--- src/rtl/uart_tx_arb_if.sv ---
// rtl/uart_tx_arb_if.sv - requester and serializer handshake bundle for uart_tx_arb
interface uart_tx_arb_if #(
  parameter int NUM_REQ = 4
) ();
  logic [NUM_REQ-1:0]   req_valid_i;
  logic [8*NUM_REQ-1:0] req_data_i;
  logic [NUM_REQ-1:0]   req_last_i;
  logic [NUM_REQ-1:0]   req_ack_o;
  logic [NUM_REQ-1:0]   grant_o;
  logic                 busy_o;
  logic [7:0]           tx_data_o;
  logic                 tx_start_o;
  logic                 tx_ready_i;

  modport master (
    input  req_valid_i, req_data_i, req_last_i, tx_ready_i,
    output req_ack_o, grant_o, busy_o, tx_data_o, tx_start_o
  );

  modport slave (
    output req_valid_i, req_data_i, req_last_i, tx_ready_i,
    input  req_ack_o, grant_o, busy_o, tx_data_o, tx_start_o
  );
endinterface

--- src/rtl/uart_tx_arb.sv ---
// rtl/uart_tx_arb.sv - round-robin message-locked arbiter feeding one uart_tx serializer
module uart_tx_arb #(
  parameter int NUM_REQ      = 4,
  parameter int LOCK_TIMEOUT = 1024
) (
  input  logic          clk,
  input  logic          rst,
  uart_tx_arb_if.master bus
);
  localparam int PTR_W = (NUM_REQ > 1) ? $clog2(NUM_REQ) : 1;

  typedef enum logic [2:0] {
    ST_IDLE      = 3'd0,
    ST_LOAD      = 3'd1,
    ST_START     = 3'd2,
    ST_WAIT_LOW  = 3'd3,
    ST_WAIT_DONE = 3'd4
  } state_t;

  state_t             state_q, state_d;
  logic [PTR_W-1:0]   rr_ptr_q, rr_ptr_d;
  logic [PTR_W-1:0]   owner_q, owner_d;
  logic [PTR_W-1:0]   owner_next;
  logic [PTR_W-1:0]   pick;
  logic [PTR_W:0]     cand;
  logic               pick_found;
  logic [15:0]        tmo_q, tmo_d;
  logic               last_q, last_d;
  logic [NUM_REQ-1:0] grant_q, grant_d;
  logic [NUM_REQ-1:0] ack_q;
  logic [7:0]         data_q, data_d;
  logic               start_q;
  logic               owner_valid;
  logic               owner_last;
  logic [7:0]         owner_data;

  // Mux out the current owner's request lines.
  always_comb begin
    owner_valid = 1'b0;
    owner_last  = 1'b0;
    owner_data  = 8'h00;
    for (int i = 0; i < NUM_REQ; i++) begin
      if (owner_q == PTR_W'(i)) begin
        owner_valid = bus.req_valid_i[i];
        owner_last  = bus.req_last_i[i];
        owner_data  = bus.req_data_i[8*i +: 8];
      end
    end
  end

  always_comb begin
    if (owner_q == PTR_W'(NUM_REQ - 1)) owner_next = '0;
    else                                owner_next = owner_q + 1'b1;
  end

  // First valid requester at or above rr_ptr, wrapping modulo NUM_REQ.
  always_comb begin
    pick       = '0;
    pick_found = 1'b0;
    cand       = '0;
    for (int i = 0; i < NUM_REQ; i++) begin
      cand = {1'b0, rr_ptr_q} + (PTR_W+1)'(i);
      if (cand >= (PTR_W+1)'(NUM_REQ)) cand = cand - (PTR_W+1)'(NUM_REQ);
      if (!pick_found && bus.req_valid_i[cand[PTR_W-1:0]]) begin
        pick       = cand[PTR_W-1:0];
        pick_found = 1'b1;
      end
    end
  end

  always_comb begin
    state_d  = state_q;
    rr_ptr_d = rr_ptr_q;
    owner_d  = owner_q;
    grant_d  = grant_q;
    tmo_d    = tmo_q;
    last_d   = last_q;
    data_d   = data_q;
    case (state_q)
      ST_IDLE: begin
        if (pick_found) begin
          owner_d = pick;
          grant_d = {{(NUM_REQ-1){1'b0}}, 1'b1} << pick;
          tmo_d   = '0;
          state_d = ST_LOAD;
        end
      end
      ST_LOAD: begin
        if (owner_valid) begin
          tmo_d = '0;
          if (bus.tx_ready_i) begin
            data_d  = owner_data;
            last_d  = owner_last;
            state_d = ST_START;
          end
        end else begin
          if (tmo_q != 16'hFFFF) tmo_d = tmo_q + 16'd1;
          // An owner that goes silent mid-message must not starve everyone else.
          if (LOCK_TIMEOUT != 0 && ({1'b0, tmo_q} + 17'd1) == 17'(LOCK_TIMEOUT)) begin
            tmo_d    = '0;
            grant_d  = '0;
            rr_ptr_d = owner_next;
            state_d  = ST_IDLE;
          end
        end
      end
      ST_START:    state_d = ST_WAIT_LOW;
      ST_WAIT_LOW: state_d = ST_WAIT_DONE;
      ST_WAIT_DONE: begin
        if (bus.tx_ready_i) begin
          if (last_q) begin
            grant_d  = '0;
            rr_ptr_d = owner_next;
            state_d  = ST_IDLE;
          end else begin
            state_d = ST_LOAD;
          end
        end
      end
      default: state_d = ST_IDLE;
    endcase
  end

  // Start and ack are flopped from the next state so neither sees tx_ready_i combinationally.
  always_ff @(posedge clk or posedge rst) begin
    if (rst) begin
      state_q  <= ST_IDLE;
      rr_ptr_q <= '0;
      owner_q  <= '0;
      grant_q  <= '0;
      tmo_q    <= '0;
      last_q   <= 1'b0;
      data_q   <= 8'h00;
      start_q  <= 1'b0;
      ack_q    <= '0;
    end else begin
      state_q  <= state_d;
      rr_ptr_q <= rr_ptr_d;
      owner_q  <= owner_d;
      grant_q  <= grant_d;
      tmo_q    <= tmo_d;
      last_q   <= last_d;
      data_q   <= data_d;
      start_q  <= (state_d == ST_START);
      ack_q    <= (state_d == ST_START) ? grant_d : '0;
    end
  end

  assign bus.grant_o    = grant_q;
  assign bus.req_ack_o  = ack_q;
  assign bus.tx_start_o = start_q;
  assign bus.tx_data_o  = data_q;
  assign bus.busy_o     = (state_q != ST_IDLE);
endmodule
--- src/flat_wrapper.sv ---
// flat-port wrapper written by rule: the top's interface ports become plain ports
module uart_tx_arb_flat 
#(
  parameter int NUM_REQ      = 4,
  parameter int LOCK_TIMEOUT = 1024
)
  (clk, rst, bus_req_valid_i, bus_req_data_i, bus_req_last_i, bus_tx_ready_i, bus_req_ack_o, bus_grant_o, bus_busy_o, bus_tx_data_o, bus_tx_start_o);
  uart_tx_arb_if #(.NUM_REQ(NUM_REQ)) bus_i ();
  input  logic clk;
  input  logic rst;
  input wire logic [$bits(bus_i.req_valid_i)-1:0] bus_req_valid_i;
  input wire logic [$bits(bus_i.req_data_i)-1:0] bus_req_data_i;
  input wire logic [$bits(bus_i.req_last_i)-1:0] bus_req_last_i;
  input wire logic [$bits(bus_i.tx_ready_i)-1:0] bus_tx_ready_i;
  output wire logic [$bits(bus_i.req_ack_o)-1:0] bus_req_ack_o;
  output wire logic [$bits(bus_i.grant_o)-1:0] bus_grant_o;
  output wire logic [$bits(bus_i.busy_o)-1:0] bus_busy_o;
  output wire logic [$bits(bus_i.tx_data_o)-1:0] bus_tx_data_o;
  output wire logic [$bits(bus_i.tx_start_o)-1:0] bus_tx_start_o;
  assign bus_i.req_valid_i = bus_req_valid_i;
  assign bus_i.req_data_i = bus_req_data_i;
  assign bus_i.req_last_i = bus_req_last_i;
  assign bus_i.tx_ready_i = bus_tx_ready_i;
  assign bus_req_ack_o = bus_i.req_ack_o;
  assign bus_grant_o = bus_i.grant_o;
  assign bus_busy_o = bus_i.busy_o;
  assign bus_tx_data_o = bus_i.tx_data_o;
  assign bus_tx_start_o = bus_i.tx_start_o;
  uart_tx_arb #(.NUM_REQ(NUM_REQ), .LOCK_TIMEOUT(LOCK_TIMEOUT)) u_core (.clk(clk), .rst(rst), .bus(bus_i));
endmodule
--- config.mk ---
export PLATFORM = sky130hd
export DESIGN_NAME = uart_tx_arb_flat
export DESIGN_NICKNAME = d
export VERILOG_FILES = /design/src/rtl/uart_tx_arb_if.sv /design/src/rtl/uart_tx_arb.sv /design/src/flat_wrapper.sv
export SDC_FILE = /design/constraint.sdc
export NUM_CORES = 1
export LEC_CHECK = 0
export CAP_MARGIN = 25
export CORE_MARGIN = 2
export CORE_UTILIZATION = 50
export CTS_BUF_LIST = sky130_fd_sc_hd__clkbuf_16
export DETAILED_ROUTE_END_ITERATION = 7
export PLACE_DENSITY_LB_ADDON = 0.05
export SLEW_MARGIN = 10
export SYNTH_ARGS = -nofsm -noshare
export SYNTH_HDL_FRONTEND = slang
export SYNTH_SLANG_ARGS = --single-unit
--- constraint.sdc ---
create_clock -name clk -period 3.3 [get_ports clk]
set_input_delay 0.495 -clock clk [delete_from_list [all_inputs] [get_ports clk]]
set_output_delay 0.495 -clock clk [all_outputs]
set_load 0.03 [all_outputs]
* After elaboration in Yosys (flattened, before gate mapping)
Cells that the tools add are included.
Storage, ports and cells: input port bits 43, word-level logic and storage cells 116, bits in registers 41, output and inout port bits 18
Cells by class: add/sub/neg operators 10, reductions and logical operators 15, eq/ne operators 16, magnitude comparators 8, mux-type cells 57, shift-type cells 1
Operators with widths (count):
- $mux 16 | 4
- $mux 8 | 4
- $pmux 16 s2 | 1
- $mux 2 | 13
- $mux 4 | 6
- $add 16x1->17 const B | 1
- $eq 17x11->1 const B | 1
- $mux 1 | 17
- $add 16x1->16 const B | 1
- $ne 16x16->1 const B | 1
- $mux 3 | 5
- $pmux 3 s5 | 1
- $lt 2x3->1 const B | 4
- $pmux 4 s3 | 1
- $eq 3x2->1 const B | 3
- $ge 3x3->1 const B | 3
- $bmux 1 s2 | 4
- $sub 2x1->2 const B | 4
- $add 2x2->3 const B | 2
- $ne 2x1->1 const B | 3
- $reduce_and 3->1 | 2
- $reduce_and 5->1 | 1
- $eq 2x2->1 const B | 2
- $ne 2x2->1 const B | 2
- other kinds (16) | 21

* Depth between registers and ports, before layout
Gate-level depths: netlist of run 1.
depth after elaboration 18, depth in mapped cells 11, gate-level depth less buffers 9

* Worst setup path after synthesis of run 1
No wires, ideal clock.
kind flip-flop to flip-flop, start point register u_core.owner_q[0], end point register u_core.tmo_q[6], required time 3217 ps, library setup time 83 ps, path buffers 1, path slack 933 ps, period minus slack after synthesis 2367 ps, stages on the path, launching flop included 10, data arrival time 2284 ps, path through dfrtp_1 > inv_1 > ha_1 > buf_2 > a21oi_1 > a22o_1 > or4_1 > a21o_2 > or4_1 > o21ai_0
On the way: longest elaborated chain between the ends 7, elaborated cells between the ends (all ways) 12, classes of those cells eq/ne (4); mux (6); reduce/logical (2)
Ends and longest elaborated chain:
- start, declared | RTL line uart_tx_arb.sv:22 | logic [PTR_W-1:0] owner_q, owner_d;
- start signal, assigned | RTL line uart_tx_arb.sv:139 | owner_q <= owner_d;
- $logic_not 2->1 | RTL line uart_tx_arb.sv:43 | if (owner_q == PTR_W'(i)) begin
- $mux 1 (3 in a row) | RTL line uart_tx_arb.sv:43
- $mux 1 (*) | RTL line uart_tx_arb.sv:43
- $ne 4x1->1 (no source line) / $mux 16 (equally long branches)
- $reduce_and 3->1 (no source line) / $pmux 16 s2 (equally long branches)
- end signal, assigned | RTL line uart_tx_arb.sv:141 | tmo_q <= tmo_d;
- end, declared | RTL line uart_tx_arb.sv:27 | logic [15:0] tmo_q, tmo_d;
Every way passes the cells marked *; elsewhere a longest branch is shown, timed or not. A chain may end at the register's enable or synchronous reset.

* Final worst setup path of run 1
start point register u_core.owner_q[1], end point register u_core.tmo_q[6]
The elaborated chain is that of the path after synthesis.

==> impl_metrics.csv, run 1 <==
group,metric,value,unit
status,status,"finished, final reports clean",
floorplanning,die_area,0.00564,mm^2
drt,wirelength,6090,um
sta,fin_crit,2.84,ns
clock_network,clk_latency,0.28,ns
finish,final_area,0.00336,mm^2
pwr,p_switching,1.05,mW
clock_network,hold_buffers,0,
logic_synthesis,yosys_warnings,0,
sta,rsz0062_at_grt,"no",
grt,antenna_found_initial,0,
worst_setup_path,arrival,3.03,ns
logic_synthesis,syn_inst,303,
pwr,pwr-share-clk,21.5,%
pwr,internal_power,1.50,mW
place,dp_hpwl,4570,um
sta,post-route-period-util,86.1,%
drt,avgViaCountPerCell,5.50,
floorplanning,rows,25,
floorplanning,fp.dieH,75.1,um
grt,grt_pass1_wl,10200,um
pwr,swShare,41.2,%
grt,gr-total-overflow,0,
clock_network,cts_root_buffer,"clkbuf_16",
pwr,comb_power_share,49.2,%
sta,setup_viol,0,
logic_synthesis,ys_seq_area_share,40.6,%
worst_setup_path,worstPathMaxFanout,12,
sta,fin_tns_setup,0,ns
finish,final_util,70.2,%
worst_setup_path,endpoint_kind,"flip-flop",
sta,slew_viol_final,0,
clock_network,cts_tree,"yes",
sta,hold_viol,0,
place,place_area,0.00319,mm^2
place,io_buffers,60,
sta,worst_pin_slew,0.766,ns
logic_synthesis,synth_edf_count,0,
floorplanning,coreArea,0.00479,mm^2
worst_setup_path,reg2reg_slack,0.46,ns
grt,grt_usage,23.3,%
finish,area_delta_synth_final,32.9,%
clock_network,cts_max_path_buffers,2,
place,place.gp.congestion,0.857,
logic_synthesis,synthArstFlopShare,100,%
worst_setup_path,crit_path_start_kind,"flip-flop",
finish,diodes,0,
sta,slew_headroom,48.9,%
run,maxCapViolCount,0,
logic_synthesis,syn_area_per_cell,8.34,um^2
pwr,power_leakage,1.49,nW
logic_synthesis,ys.flop_type,"dfrtp_1",
worst_setup_path,startpoint,"u_core.owner_q[1]",
floorplanning,die_w,75.1,um
clock_network,cts_buffers,5,
drt,wl_per_cell,14.2,um
pwr,ir_worst_vdd,562,uV
logic_synthesis,syn_nets,351,
floorplanning,ios,61,
pwr,power_density,759,mW/mm^2
drt,drt_iter0_drc,137,
drt,ant_nets,0,
drt,num_vias,2364,
worst_setup_path,required,3.49,ns
finish,layout-drive-gt1-share,7.16,%
clock_network,h-tree-depth,2,
drt,route.detailed.drc,0,
worst_setup_path,timing.rr.end,"u_core.tmo_q[6]",
clock_network,post-cts-setup-buffer-count,0,
logic_synthesis,synth.distinct_cells,50,
finish,nets,410,
floorplanning,start_util,52.8,%
worst_setup_path,ff2ff_path_depth,9,
grt,grt_max_degree,24,
hold_path,min_path_type,"flip-flop to flip-flop",
worst_setup_path,rr_startpoint,"u_core.owner_q[1]",
drt,drt-pass1-iter-count,4,
logic_synthesis,syn_area,0.00253,mm^2
worst_setup_path,crit_end,"u_core.tmo_q[6]",
pwr,pwr-share-seq,29.2,%
grt,grt_pass1_vias,2220,
clock_network,cts_sinks,41,
logic_synthesis,ys_ff_latch,41,
sta,fmax,0.352,GHz
sta,whs,0.479,ns
clock_network,cts_resized,0,
sta,skew,0.00772,ns
clock_network,clk_pin_slew,0.06,ns
worst_setup_path,crit_type,"flip-flop to flip-flop",
## per-stage QoR
step / cells / total power, mW / worst slack [ns]
3_5_place_dp: 422 / 1.99 / 0.380
2_1_floorplan: 303 / 1.59 / 0.933
3_3_place_gp: 422 / 1.96 / 0.472
4_1_cts: 430 / 2.55 / 0.453
5_1_grt: 430 / 2.75 / 0.339
6_report: 430 / 2.55 / 0.458
## worst min path at each step
stage,startpoint,to,slack [ns],cells after the start
CTS,u_core.bus.tx_data_o[5],u_core.bus.tx_data_o[5],0.48,2
finish,u_core.bus.tx_data_o[5],u_core.bus.tx_data_o[5],0.48,2
detailed placement,u_core.bus.tx_data_o[5],u_core.bus.tx_data_o[5],0.47,2
floorplan,u_core.last_q,u_core.last_q,0.47,2
global placement,u_core.bus.tx_data_o[5],u_core.bus.tx_data_o[5],0.46,2
global route,u_core.bus.tx_data_o[5],u_core.bus.tx_data_o[5],0.52,2
## sequential cells by signal (all words and copies together) (netlist names)
register and count:
u_core.rr_ptr_q 2, u_core.bus.tx_data_o 8, u_core.owner_q 2, u_core.bus.grant_o 4
u_core.bus.req_ack_o 4, u_core.last_q 1, u_core.tmo_q 16, u_core.bus.tx_start_o 1
u_core.state_q 3
## power by group through the flow
stage | clock network [mW] | logic [mW] | registers (mW)
6_report | 0.549 | 1.25 | 0.745
5_1_grt | 0.580 | 1.40 | 0.763
4_1_cts | 0.556 | 1.26 | 0.743
3_5_place_dp | 0 | 1.24 | 0.749
3_3_place_gp | 0 | 1.22 | 0.743
2_1_floorplan | 0 | 0.759 | 0.836
## critical path, cell delays in order (launching register included)
cell	delay, ns
dfrtp_1	0.40
inv_1	0.09
ha_1	0.32
a21oi_1	0.18
o21ai_0	0.09
a22o_1	0.26
or4_1	0.56
a21o_2	0.28
or4_1	0.48
o21ai_0	0.11
## cell usage in the layout (no fill, tap or decap), types with 2 or more instances in the layout
cell,n
dfrtp_1,41
a21o_1,4
or3_1,6
o2bb2ai_1,2
and3_1,5
xnor2_1,2
a22o_1,2
nand2_1,21
mux2_1,2
nand2b_1,6
buf_4,8
nor2_1,37
nor3_1,7
clkbuf_16,5
nand3_1,12
mux2i_1,3
nand4_1,5
or2_2,2
a22oi_1,9
o21ai_0,32
nor2b_1,3
clkdlybuf4s50_1,60
or4_1,4
a21oi_1,34
inv_1,17
and2_1,2
o31ai_1,3
ha_1,5
## kinds of logic (layout without fill, tap and decap cells)
family	Yosys count	after routing	synth area share, %
multiplexers	5	5	2.08
buffers and inverters	33	93	5.69
XOR/XNOR	2	2	0.693
adder cells (fa/ha/maj)	5	5	2.48
AND/OR/NAND/NOR	117	117	24.0
flip-flops	41	41	40.6
AO/OA/AOI/OAI	100	100	24.5
## layout make-up
class / count / area (um^2)
fill: 391 / 1430
multi-input combinational: 229 / 1360
sequential: 41 / 1030
timing repair buffer: 68 / 661
clock buffer: 5 / 125
tap: 67 / 83.8
inverter: 17 / 63.8
clock inverter: 3 / 41.3
## cells in the mapped netlist, types with 3 or more instances
library cell	n	area [um^2]
clkbuf_1	9	33.8
nor3_1	7	35.0
inv_1	17	63.8
and3_1	5	31.3
a21oi_1	34	170
or3_1	6	37.5
nand3_1	12	60.1
or4_1	4	30.0
ha_1	5	62.6
a22oi_1	9	67.6
buf_2	4	20.0
o21ai_0	32	160
nand2b_1	6	37.5
dfrtp_1	41	1030
nand4_1	5	31.3
nor2b_1	3	18.8
nor2_1	37	139
a21o_1	4	30.0
o31ai_1	3	22.5
mux2i_1	3	30.0
nand2_1	21	78.8
## layer usage
layer	track usage, %	vias up	share of wire [%]
met3	5.35	6	5.9
met1	31.5	1078	45
met2	39.1	73	48
met4	3.57	0	0.67
met5	0	-	0
li1	-	1207	-
(Power assumes the default switching activity.)
==> run 2: changes to the inputs <==
--- a/config.mk
+++ b/config.mk
@@ -6,11 +6,11 @@
 export NUM_CORES = 1
 export LEC_CHECK = 0
 export CAP_MARGIN = 25
-export CORE_MARGIN = 2
 export CORE_UTILIZATION = 50
 export CTS_BUF_LIST = sky130_fd_sc_hd__clkbuf_16
 export DETAILED_ROUTE_END_ITERATION = 7
 export PLACE_DENSITY_LB_ADDON = 0.05
+export SETUP_SLACK_MARGIN = 0.5
 export SLEW_MARGIN = 10
 export SYNTH_ARGS = -nofsm -noshare
 export SYNTH_HDL_FRONTEND = slang
==> run 2 against run 1 <==
Combinational power is essentially flat. Die area shrank 5.3%. Sequential power is essentially flat. Setup slack gained 0.21 ns. Sequential share of layout area grew 0.21 points. Count of clock-buffer cells in the layout is the same. Core utilization shrank 0.47 points. Wire length shrank 7.7%. Non-clock buffer count is the same. Clock skew shrank 0.0029 ns. Design area shrank 0.67%.
==> impl_metrics.csv, run 2 (synthesis gave the netlist of run 1 again) <==
group,metric,value,unit
status,status,"finished, final reports clean",
floorplanning,die_w,73.1,um
grt,grt_usage,23.5,%
sta,fmax,0.380,GHz
finish,largest_reg_flops,16,
place,io_buffers,60,
floorplanning,ios,61,
finish,final_cell_mix,"clkdlybuf4s50_1, dfrtp_1, nor2_1",
drt,num_vias,2330,
sta,rsz0062_at_grt,"no",
worst_setup_path,arrival,2.83,ns
worst_setup_path,crit_slowest_cell,"or4_4",
floorplanning,coreArea,0.00479,mm^2
worst_setup_path,crit_type,"flip-flop to flip-flop",
finish,regMostFlops,"u_core.tmo_q",
worst_setup_path,endpoint_kind,"flip-flop",
sta,hold_viol,0,
worst_setup_path,crit_path_start_kind,"flip-flop",
grt,grt_util_met1,32.0,%
grt,grt_util_met3,5.80,%
place,dp_hpwl,4290,um
place,dp.cells,422,
clock_network,clk_pin_slew,0.06,ns
floorplanning,fp.dieH,73.1,um
clock_network,h-tree-depth,2,
hold_path,min_path_type,"flip-flop to flip-flop",
finish,final_area,0.00334,mm^2
clock_network,clk_latency,0.28,ns
clock_network,cts_buffers,5,
drt,avgViaCountPerCell,5.42,
place,place_area,0.00319,mm^2
grt,grt_pass1_wl,9720,um
worst_setup_path,worstPathMaxFanout,19,
clock_network,cts_root_buffer,"clkbuf_16",
drt,wl_per_cell,13.1,um
clock_network,cts_tree,"yes",
finish,final_common_cell,"clkdlybuf4s50_1",
sta,post-route-period-util,79.7,%
grt,grt_pass1_vias,2134,
worst_setup_path,cp_cell_sequence,"inv_1 > ha_1 > buf_4 > a21oi_1 > a22o_1 > or4_4 > a21o_2 > or4_1 > o21ai_0",
sta,fin_crit,2.63,ns
run,maxCapViolCount,0,
finish,layout.cells.non_filler,430,
grt,top_usage_layer,"met2",
clock_network,cts_sinks,41,
pwr,total_power,2.46,mW
grt,grt_max_degree,42,
place,place.gp.congestion,0.815,
sta,skew,0.00479,ns
finish,nets,410,
grt,grt_use_met2,36.5,%
drt,wirelength,5620,um
worst_setup_path,cpPeakStageDelay,0.48,ns
pwr,power_density,737,mW/mm^2
sta,setup_viol,0,
grt,gr-total-overflow,0,
floorplanning,start_util,52.8,%
worst_setup_path,cpLargestDelayFamily,"simple AND/OR/NAND/NOR gates",
clock_network,cts_max_path_buffers,2,
worst_setup_path,crit_buf_inv,2,
worst_setup_path,required,3.50,ns
pwr,ir_worst_vdd,570,uV
drt,ant_nets,0,
drt,drt-pass1-iter-count,4,
finish,final_util,69.7,%
clock_network,post-cts-setup-buffer-count,0,
finish,area_delta_synth_final,32.0,%
drt,route.detailed.drc,0,
drt,drt_iter0_drc,179,
finish,layout-drive-gt1-share,7.44,%
sta,fin_tns_setup,0,ns
sta,worst_pin_slew,0.739,ns
floorplanning,rows,25,
sta,slew_viol_final,0,
floorplanning,die_area,0.00534,mm^2
finish,diodes,0,
sta,slew_headroom,50.6,%
pwr,power_leakage,1.48,nW
grt,antenna_found_initial,0,
[run 2: cell count changes in the layout (fill, tap and decap cells not counted), sizes merged]
cell,before,now
bufinv,1,0
clkinv,1,3
clkinvlp,1,0
[run 2: power by group]
part | internal (mW) | switching (mW)
Clock | 0.273 | 0.181
Combinational | 0.541 | 0.719
Sequential | 0.623 | 0.121
[run 2: per-stage QoR]
stage                     hold slack (ns)  setup slack [ns]
after floorplan                     0.473             0.933
after detailed placement            0.474             0.419
after CTS                           0.487             0.546
after global placement              0.461             0.483
after global routing                0.505             0.514
final                               0.480             0.670
[run 2: worst paths after layout]
path / startpoint / to / slack, ns / cells after the start
setup / recovery: u_core.owner_q[0] / u_core.tmo_q[12] / 0.67 / 9
hold / removal: u_core.bus.tx_data_o[0] / u_core.bus.tx_data_o[0] / 0.48 / 2
setup reg to reg: u_core.owner_q[0] / u_core.tmo_q[12] / 0.67 / 9
hold reg to reg: u_core.bus.tx_data_o[0] / u_core.bus.tx_data_o[0] / 0.48 / 2
max in group asynchronous: rst / u_core.bus.tx_data_o[0] / 2.29 / 3
min in group asynchronous: rst / u_core.tmo_q[14] / 0.65 / 3
[run 2: area by class of cell]
cell class	instances	area, um^2
tap	67	83.8
fill	423	1450
sequential	41	1030
multi-input combinational	229	1360
inverter	17	63.8
timing repair buffer	68	661
clock inverter	3	12.5
clock buffer	5	125
[run 2: what timing repair did]
action / 4_1_cts / 5_1_grt
hold buffers: 0 / 0
endpoints found under the setup margin: 0 / 5
resized for setup: 0 / 2
[run 2: worst min-delay path, cell delays in order, from the launching register on]
cell and delay [ns]:
dfrtp_1 0.34, nand2_1 0.05, o21ai_0 0.06
[run 2: layer usage]
metal | part of all wire, % | vias up | routed length [um]
met5 | 0 | - | 0
li1 | - | 1203 | -
met2 | 47 | 58 | 2610
met1 | 47 | 1057 | 2630
met3 | 4.8 | 12 | 272
met4 | 1.8 | 0 | 102
==> run 3: changes to the inputs <==
==> constraint.sdc (replaced) <==
create_clock -name clk -period 2.45 [get_ports clk]
set_input_delay 0.3675 -clock clk [delete_from_list [all_inputs] [get_ports clk]]
set_output_delay 0.3675 -clock clk [all_outputs]
set_load 0.03 [all_outputs]
==> run 3 against run 2 <==
Critical endpoint is now u_core.rr_ptr_q[0]. Highest routed layer unchanged. Hold slack better by 0.017 ns. Clock skew fell by 0.00072 ns. Design area grew 21%. Count of clock-buffer cells in the layout did not move. Critical path depth is 2 lower. First-iteration DRC count shrank 30%.
==> impl_metrics.csv, run 3 (synthesis gave the netlist of run 1 again) <==
group,metric,value,unit
status,status,"finished, final reports clean",
sta,post-route-period-util,99.2,%
sta,rsz0062_at_grt,"yes",
grt,grt_usage,26.3,%
sta,setup_viol,0,
sta,slew_headroom,65.2,%
drt,avgViaCountPerCell,5.72,
drt,wl_per_cell,16.0,um
worst_setup_path,crit_type,"flip-flop to flip-flop",
drt,route.detailed.drc,0,
pwr,ir_worst_vdd,735,uV
grt,gr-total-overflow,0,
grt,grt_max_degree,42,
clock_network,clk_pin_slew,0.06,ns
worst_setup_path,worstPathMaxFanout,5,
floorplanning,coreArea,0.00479,mm^2
finish,largest_reg_flops,16,
finish,final_cell_mix,"clkdlybuf4s50_1, nor2_1, dfrtp_1",
sta,setup_slack,0.0204,ns
run,maxCapViolCount,0,
pwr,power_leakage,1.76,nW
worst_setup_path,ff2ff_path_depth,7,
sta,hold_viol,0,
drt,wirelength,7360,um
clock_network,cts_root_buffer,"clkbuf_16",
floorplanning,die_area,0.00534,mm^2
place,dp_hpwl,4630,um
floorplanning,fp.dieH,73.1,um
sta,skew,0.00407,ns
finish,ff_latch_area,0.00103,mm^2
sta,worst_pin_slew,0.522,ns
place,io_buffers,60,
finish,fillers,271,
floorplanning,die_w,73.1,um
floorplanning,ios,61,
drt,num_vias,2637,
sta,fmax,0.412,GHz
hold_path,hold_depth,2,
clock_network,cts_max_path_buffers,2,
drt,ant_nets,0,
finish,diodes,0,
finish,multiInputGateArea,0.00172,mm^2
finish,area_delta_synth_final,59.5,%
sta,slew_viol_final,0,
clock_network,hold_buffers,0,
clock_network,cts_buffers,5,
clock_network,cts_sinks,41,
grt,grt_pass1_vias,2424,
finish,final_common_cell,"clkdlybuf4s50_1",
finish,layout-drive-gt1-share,31.0,%
floorplanning,rows,25,
floorplanning,start_util,52.8,%
hold_path,min_path_type,"flip-flop to flip-flop",
worst_setup_path,required,2.61,ns
clock_network,cts_tree,"yes",
finish,final_util,84.2,%
pwr,power_density,1070,mW/mm^2
sta,fin_crit,2.43,ns
finish,nets,442,
grt,antenna_found_initial,0,
finish,regMostFlops,"u_core.tmo_q",
sta,whs,0.497,ns
place,place.gp.congestion,0.875,
grt,grt_pass1_wl,10900,um
worst_setup_path,endpoint_kind,"flip-flop",
worst_setup_path,arrival,2.59,ns
drt,drt_iter0_drc,126,
worst_setup_path,crit_path_start_kind,"flip-flop",
place,pre_cts_slack,-0.0904,ns
clock_network,clk_latency,0.28,ns
clock_network,h-tree-depth,2,
drt,drt-pass1-iter-count,5,
==> run 3: cell types whose count changed in the layout (fill, tap and decap cells not counted), sizes merged <==
cell and change:
clkbuf +2, clkdlybuf4s50 -1, inv +1, clkinv -2, dlygate4sd2 +1, buf +30
==> run 3: final timing paths <==
| path | startpoint | end | slack [ns] |
|---|---|---|---|
| min reg2reg | u_core.bus.tx_data_o[4] | u_core.bus.tx_data_o[4] | 0.50 |
| min in group asynchronous | rst | u_core.state_q[0] | 0.52 |
| max in group asynchronous | rst | u_core.owner_q[1] | 1.54 |
| max reg2reg | u_core.tmo_q[0] | u_core.rr_ptr_q[0] | 0.02 |
| max | u_core.tmo_q[0] | u_core.rr_ptr_q[0] | 0.02 |
| min | u_core.bus.tx_data_o[4] | u_core.bus.tx_data_o[4] | 0.50 |
==> run 3: where the power goes <==
| part | switching [mW] | internal, mW | leakage, nW | total (mW) |
|---|---|---|---|---|
| sequential | 0.197 | 0.842 | 0.543 | 1.04 |
| combinational | 1.38 | 1.27 | 1.14 | 2.65 |
| clock | 0.241 | 0.364 | 0.0685 | 0.605 |
| total | 1.82 | 2.48 | 1.76 | 4.30 |
==> run 3: cell type report <==
cell class	count	area share (%)
Clock buffer	5	3.10
Timing Repair Buffer	100	24.6
Multi-Input combinational cell	229	42.7
Clock inverter	2	0.186
Tap cell	67	2.08
Inverter	17	1.65
Sequential cell	41	25.6
==> run 3: worst max-delay path, cell delays in order, from the launching register on <==
cell	delay, ns
dfrtp_1	0.40
nand4_1	0.26
nor3_4	0.37
nand4_4	0.15
a2111oi_4	0.40
nand3_1	0.14
a21oi_2	0.25
mux2_4	0.33
==> run 3: per-layer routing <==
metal	vias to the layer above	track usage [%]	part of all wire (%)
met5	-	0	0
met4	0	9.37	1.5
met3	17	5.94	4.8
met2	96	45.6	53
met1	1252	32.0	41
li1	1272	-	-
==> run 3: repair_timing <==
item                                    in CTS  in global routing
cloned                                       0                  3
endpoints found under the hold margin        0                  0
pin swaps                                    6                 10
buffers inserted                            12                  2
gates resized for setup                     33                 78
endpoints found under the setup margin      31                 35
==> run 3: through the flow <==
step	TNS (ns)	power (mW)	instances	cell area [um^2]
after floorplan	0	2.22	303	2610
after global placement	-0.0358	2.79	437	3370
after detailed placement	-0.296	2.84	437	3370
after CTS	0	3.71	456	3690
after global routing	-0.431	4.55	461	4030
final	0	4.30	461	4030
